$ cat config.mk
export PLATFORM = sky130hd
export DESIGN_NAME = eth_tx_framer
export DESIGN_NICKNAME = d
export VERILOG_FILES = /design/src/rtl/eth_tx_pkg.sv /design/src/rtl/eth_tx_framer_crc32.sv /design/src/rtl/eth_tx_framer.sv
export SDC_FILE = /design/constraint.sdc
export NUM_CORES = 1
export LEC_CHECK = 0
export ABC_AREA = 0
export BUFFER_PORTS_ARGS = -buffer_cell sky130_fd_sc_hd__buf_4
export CAP_MARGIN = 40
export CORE_MARGIN = 2
export CORE_UTILIZATION = 60
export CTS_CLUSTER_SIZE = 20
export DETAILED_ROUTE_END_ITERATION = 10
export GPL_ROUTABILITY_DRIVEN = 0
export PLACE_DENSITY = 0.8
export SYNTH_ARGS = -nofsm -noshare
export SYNTH_HDL_FRONTEND = slang
export SYNTH_SLANG_ARGS = --single-unit
$ cat constraint.sdc
create_clock -name txclk_i -period 3.9 [get_ports txclk_i]
set_input_delay 0.78 -clock txclk_i [delete_from_list [all_inputs] [get_ports txclk_i]]
set_output_delay 0.78 -clock txclk_i [all_outputs]
set_load 0.03 [all_outputs]
$ cat src/rtl/eth_tx_pkg.sv
// ============================================================================
// eth_tx_pkg : shared states and constants for the Ethernet transmit framer
// Revision   : 1.0
// ============================================================================
`timescale 1ns/1ps
`default_nettype none

package eth_tx_pkg;

    typedef enum logic [2:0] {
        IDLE = 3'd0,
        PRE  = 3'd1,
        SFD  = 3'd2,
        DATA = 3'd3,
        PAD  = 3'd4,
        FCS  = 3'd5,
        IFG  = 3'd6
    } tx_state_e;

    localparam logic [7:0]  PREAMBLE_B = 8'h55;
    localparam logic [7:0]  SFD_B      = 8'hD5;
    localparam logic [31:0] CRC_INIT   = 32'hFFFF_FFFF;
    localparam logic [31:0] CRC_POLY   = 32'hEDB8_8320;
    localparam int unsigned PRE_BYTES  = 7;

endpackage

`default_nettype wire

$ cat src/rtl/eth_tx_framer_crc32.sv
// ============================================================================
// eth_crc32 : byte-wide reflected CRC-32 register (LSB-first, 8 steps/cycle)
// Revision  : 1.0
// ============================================================================
`timescale 1ns/1ps
`default_nettype none

module eth_crc32
    import eth_tx_pkg::*;
(
    input  logic        clk,
    input  logic        rst,
    input  logic        init,
    input  logic        en,
    input  logic [7:0]  d,
    output logic [31:0] crc
);

    logic [31:0] crc_q;
    logic [31:0] crc_d;
    logic [31:0] step;

    always_comb begin
        step = crc_q;
        for (int i = 0; i < 8; i++) begin
            step = (step[0] ^ d[i]) ? ((step >> 1) ^ CRC_POLY) : (step >> 1);
        end
        crc_d = crc_q;
        if (init) begin
            crc_d = CRC_INIT;
        end else if (en) begin
            crc_d = step;
        end
    end

    always_ff @(posedge clk or posedge rst) begin
        if (rst) begin
            crc_q <= CRC_INIT;
        end else begin
            crc_q <= crc_d;
        end
    end

    assign crc = crc_q;

endmodule

`default_nettype wire

$ cat src/rtl/eth_tx_framer.sv
// ============================================================================
// eth_tx_framer : preamble/SFD/data/pad/FCS/IFG byte framer at half txclk rate
// Revision      : 1.0
// ============================================================================
`timescale 1ns/1ps
`default_nettype none

module eth_tx_framer
    import eth_tx_pkg::*;
#(
    parameter int ADDR_W    = 11,
    parameter int MIN_LEN   = 60,
    parameter int MAX_LEN   = 1514,
    parameter int IFG_BYTES = 12
) (
    input  logic              txclk_i,
    input  logic              rst,
    input  logic              start_i,
    input  logic [10:0]       len_i,
    input  logic              nocrc_i,
    input  logic              nopad_i,
    output logic [ADDR_W-1:0] rd_addr_o,
    input  logic [7:0]        rd_dat_i,
    output logic [7:0]        dat_o,
    output logic              txen_o,
    output logic              busy_o,
    output logic              done_o,
    output logic              err_o
);

    tx_state_e         state_q, state_d;
    logic              ph_q, ph_d;
    logic [10:0]       len_q, len_d;
    logic              nocrc_q, nocrc_d;
    logic              nopad_q, nopad_d;
    logic [10:0]       byte_cnt_q, byte_cnt_d;
    logic [3:0]        cnt_q, cnt_d;
    logic [ADDR_W-1:0] rd_addr_q, rd_addr_d;
    logic [7:0]        dat_q, dat_d;
    logic              txen_q, txen_d;
    logic              busy_q, busy_d;
    logic              done_q, done_d;
    logic              err_q, err_d;

    logic              crc_init;
    logic              crc_en;
    logic [7:0]        crc_byte;
    logic [31:0]       crc;
    logic              len_ok;
    logic              last_data;
    logic              need_pad;

    eth_crc32 u_crc (
        .clk  (txclk_i),
        .rst  (rst),
        .init (crc_init),
        .en   (crc_en),
        .d    (crc_byte),
        .crc  (crc)
    );

    assign len_ok    = (len_i != 11'd0) && (len_i <= 11'(MAX_LEN));
    assign last_data = (byte_cnt_q == len_q - 11'd1);
    assign need_pad  = !nopad_q && (len_q < 11'(MIN_LEN));

    // Every byte-stream update is gated by ph_q, so each byte is held two cycles.
    always_comb begin
        state_d    = state_q;
        ph_d       = ~ph_q;
        len_d      = len_q;
        nocrc_d    = nocrc_q;
        nopad_d    = nopad_q;
        byte_cnt_d = byte_cnt_q;
        cnt_d      = cnt_q;
        rd_addr_d  = rd_addr_q;
        dat_d      = dat_q;
        txen_d     = txen_q;
        busy_d     = busy_q;
        done_d     = 1'b0;
        err_d      = 1'b0;
        crc_init   = 1'b0;
        crc_en     = 1'b0;
        crc_byte   = 8'h00;

        case (state_q)
            IDLE: begin
                if (start_i) begin
                    if (len_ok) begin
                        state_d    = PRE;
                        len_d      = len_i;
                        nocrc_d    = nocrc_i;
                        nopad_d    = nopad_i;
                        byte_cnt_d = 11'd0;
                        cnt_d      = 4'd0;
                        rd_addr_d  = '0;
                        busy_d     = 1'b1;
                        crc_init   = 1'b1;
                    end else begin
                        err_d = 1'b1;
                    end
                end
            end
            PRE: begin
                if (ph_q) begin
                    dat_d  = PREAMBLE_B;
                    txen_d = 1'b1;
                    if (cnt_q == 4'(PRE_BYTES - 1)) begin
                        cnt_d   = 4'd0;
                        state_d = SFD;
                    end else begin
                        cnt_d = cnt_q + 4'd1;
                    end
                end
            end
            SFD: begin
                if (ph_q) begin
                    dat_d   = SFD_B;
                    txen_d  = 1'b1;
                    state_d = DATA;
                end
            end
            DATA: begin
                if (ph_q) begin
                    dat_d      = rd_dat_i;
                    txen_d     = 1'b1;
                    crc_en     = 1'b1;
                    crc_byte   = rd_dat_i;
                    byte_cnt_d = byte_cnt_q + 11'd1;
                    // Address stays on the last byte so it never runs past the frame.
                    if (last_data) begin
                        state_d = need_pad ? PAD : (nocrc_q ? IFG : FCS);
                    end else begin
                        rd_addr_d = rd_addr_q + 1'b1;
                    end
                end
            end
            PAD: begin
                if (ph_q) begin
                    dat_d      = 8'h00;
                    txen_d     = 1'b1;
                    crc_en     = 1'b1;
                    byte_cnt_d = byte_cnt_q + 11'd1;
                    if (byte_cnt_q == 11'(MIN_LEN - 1)) begin
                        state_d = nocrc_q ? IFG : FCS;
                    end
                end
            end
            FCS: begin
                if (ph_q) begin
                    dat_d  = ~crc[{cnt_q[1:0], 3'b000} +: 8];
                    txen_d = 1'b1;
                    if (cnt_q == 4'd3) begin
                        cnt_d   = 4'd0;
                        state_d = IFG;
                    end else begin
                        cnt_d = cnt_q + 4'd1;
                    end
                end
            end
            IFG: begin
                // First tick drops txen; the gap then spans IFG_BYTES full byte times.
                if (ph_q) begin
                    dat_d  = 8'h00;
                    txen_d = 1'b0;
                    if (cnt_q == 4'(IFG_BYTES)) begin
                        cnt_d   = 4'd0;
                        state_d = IDLE;
                        busy_d  = 1'b0;
                        done_d  = 1'b1;
                    end else begin
                        cnt_d = cnt_q + 4'd1;
                    end
                end
            end
            default: begin
                state_d = IDLE;
            end
        endcase
    end

    always_ff @(posedge txclk_i or posedge rst) begin
        if (rst) begin
            state_q    <= IDLE;
            ph_q       <= 1'b0;
            len_q      <= 11'd0;
            nocrc_q    <= 1'b0;
            nopad_q    <= 1'b0;
            byte_cnt_q <= 11'd0;
            cnt_q      <= 4'd0;
            rd_addr_q  <= '0;
            dat_q      <= 8'h00;
            txen_q     <= 1'b0;
            busy_q     <= 1'b0;
            done_q     <= 1'b0;
            err_q      <= 1'b0;
        end else begin
            state_q    <= state_d;
            ph_q       <= ph_d;
            len_q      <= len_d;
            nocrc_q    <= nocrc_d;
            nopad_q    <= nopad_d;
            byte_cnt_q <= byte_cnt_d;
            cnt_q      <= cnt_d;
            rd_addr_q  <= rd_addr_d;
            dat_q      <= dat_d;
            txen_q     <= txen_d;
            busy_q     <= busy_d;
            done_q     <= done_d;
            err_q      <= err_d;
        end
    end

    assign rd_addr_o = rd_addr_q;
    assign dat_o     = dat_q;
    assign txen_o    = txen_q;
    assign busy_o    = busy_q;
    assign done_o    = done_q;
    assign err_o     = err_q;

endmodule

`default_nettype wire
==> results.cfg <==
[routing]
ant_nets = 0
wl_mm = 12.9
dr.pass1.iters = 5
routedWlPerCell_microns = 18.1
vias = 4336
avgViaCountPerCell = 6.05
drt_iter0_markers = 271
drcViolationCount = 0

[cells_and_area]
multi_input_area_sq_um = 3000
final_cell_mix = nand2_1 (77), dfrtp_1 (55), buf_4 (52), o21ai_0 (48), xnor2_1 (46)
drive_gt1_frac = 0.222
fillers = 655
seq_area_sq_um = 2220
layout_commonest_cell = nand2_1
layout.nets = 634
num_antenna_cells = 0
syn2layout_area_growth_pct = 11.5

[cts]
cts_buffers = 9
cts-root-buf = clkbuf_8
post_cts_buffers = 0
path_clk_slew_ns = 0.09
clk_latency_ns = 0.37
numClockSinks = 87
cts_resized = 0
cts_tree = built
clockBufferDepth = 2
cts-hold-fix-buffers = 0
htreeDepth = 3

[placement]
port_buffers = 46
hpwl_mm = 9.42

[critical_path]
cp-start-kind = flip-flop
path_class = reg -> reg
endpoint_kind = flip-flop
worstPathRequired_ns = 4.14
arrival_ns = 3.16
cp_max_fo = 26

[floorplan]
fp-row-count = 34
initial_core_util = 0.619
die_h_microns = 98.8
io_pins = 47
dieWidth_microns = 98.8
coreArea_sq_um = 8720
die_area_sq_um = 9770

[yosys]
syn_inst = 566
synth_fp_nets = 596
ys_warn_count = 0
async_reset_ff_frac = 1.00
ys_ff_latch = 87
ys_types = 68
synth_edf_count = 0
synth_area_sq_um = 5400
ys.flop_type = dfrtp_1
synth_area_per_cell_sq_um = 9.53
synth-seq-area-share = 0.411

[sta]
relSlewSlack = 0.400
tns_ns = 0
rsz0062_at_grt = false
setup_viol_count_final = 0
fmax_ghz = 0.342
min_period_over_period = 0.750
maxSlewViolCount = 0
hold_viol_final = 0
clock_skew_ns = 0.0130
fin_crit_ns = 2.93
worst_slew_pin_slew_ns = 0.896

[global_routing]
grt_util_met3 = 0.0461
antenna_found_initial = 0
grt_max_degree = 35
gr-total-overflow = 0
met2_usage = 0.468
grtUsageMet1 = 0.350
top_usage_layer = met2
track_usage = 0.274
grt_pass1_vias = 4234
grt_pass1_wl_mm = 21.0

[flow_run]
max_cap_viol_count = 0

[min_path]
hold_path.class = in -> async

[outcome]
outcome = completed
==> synthesized netlist by cell type (8+ instances only) <==
cell type,number,area [sq um]
a21oi_1,41,205
clkbuf_1,16,60.1
dfrtp_1,55,1380
dfstp_2,32,841
inv_1,18,67.6
mux4_2,8,180
nand2_1,77,289
nand3_1,10,50.1
nor2_1,32,120
nor3_1,19,95.1
o211ai_1,10,75.1
o21ai_0,48,240
xnor2_1,46,403
xor2_1,34,298
==> metal layers <==
layer | up-vias | part of all wire
met4 | 0 | 0.024
li1 | 2051 | -
met3 | 24 | 0.044
met2 | 126 | 0.51
met1 | 2135 | 0.42
met5 | - | 0
==> cell families after synthesis <==
kind of cell / count (synthesis) / synth area share
xor gates and xnor gates: 93 / 0.173
and+or+nand+nor: 192 / 0.182
DFF: 87 / 0.411
buffers and inverters: 44 / 0.0332
adders and majority gates: 6 / 0.0139
AOI/OAI and AO/OA: 131 / 0.144
muxes: 13 / 0.0429
==> metrics by stage <==
step	area [sq um]	hold slack, ns	setup WS (ns)	std cells	utilization
finish	6020	0.448	0.973	717	0.690
CTS	6020	0.454	1.05	717	0.690
global placement	5820	0.458	1.11	701	0.667
floorplan	5400	0.447	0.923	566	-
global route	6020	0.472	0.747	717	0.690
detailed placement	5820	0.475	1.04	701	0.667
==> sequential cells by signal (all words and copies together), names as in the netlist <==
name,cells
done_o,1
nocrc_q,1
byte_cnt_q,11
txen_o,1
u_crc.crc,32
cnt_q,4
state_q,3
nopad_q,1
dat_o,8
ph_q,1
rd_addr_o,11
len_q,11
err_o,1
busy_o,1
==> worst paths after layout <==
path	start	slack, ns	endpoint	cells past startpoint
worst max register to register	state_q[0]	0.97	byte_cnt_q[1]	6
worst min-delay path	rst	0.45	dat_o[2]	2
min in group txclk_i	dat_o[4]	0.49	dat_o[4]	2
worst max-delay path	state_q[0]	0.97	byte_cnt_q[1]	6
worst min register to register	dat_o[4]	0.49	dat_o[4]	2
max in group asynchronous	rst	2.63	u_crc.crc[4]	3
==> critical path, stage by stage, from the launching register on <==
cell and delay (ns):
dfrtp_1 0.90, clkinv_1 0.45, nand2_1 0.26, or2_2 0.44, nand2_1 0.44, nand3_1 0.20, o21ai_0 0.09
==> area by class of cell <==
cell class | instances | area share
repair buffers | 52 | 0.0649
clock buffers | 11 | 0.0235
flip-flops and latches | 87 | 0.368
multi-input cells | 435 | 0.499
well taps | 108 | 0.0225
clock inverters | 5 | 0.00957
inverters | 19 | 0.0121
Power is left out: the tool's default activity adds up to more than one toggle a clock period on the data nets, which glitch-free logic cannot reach.
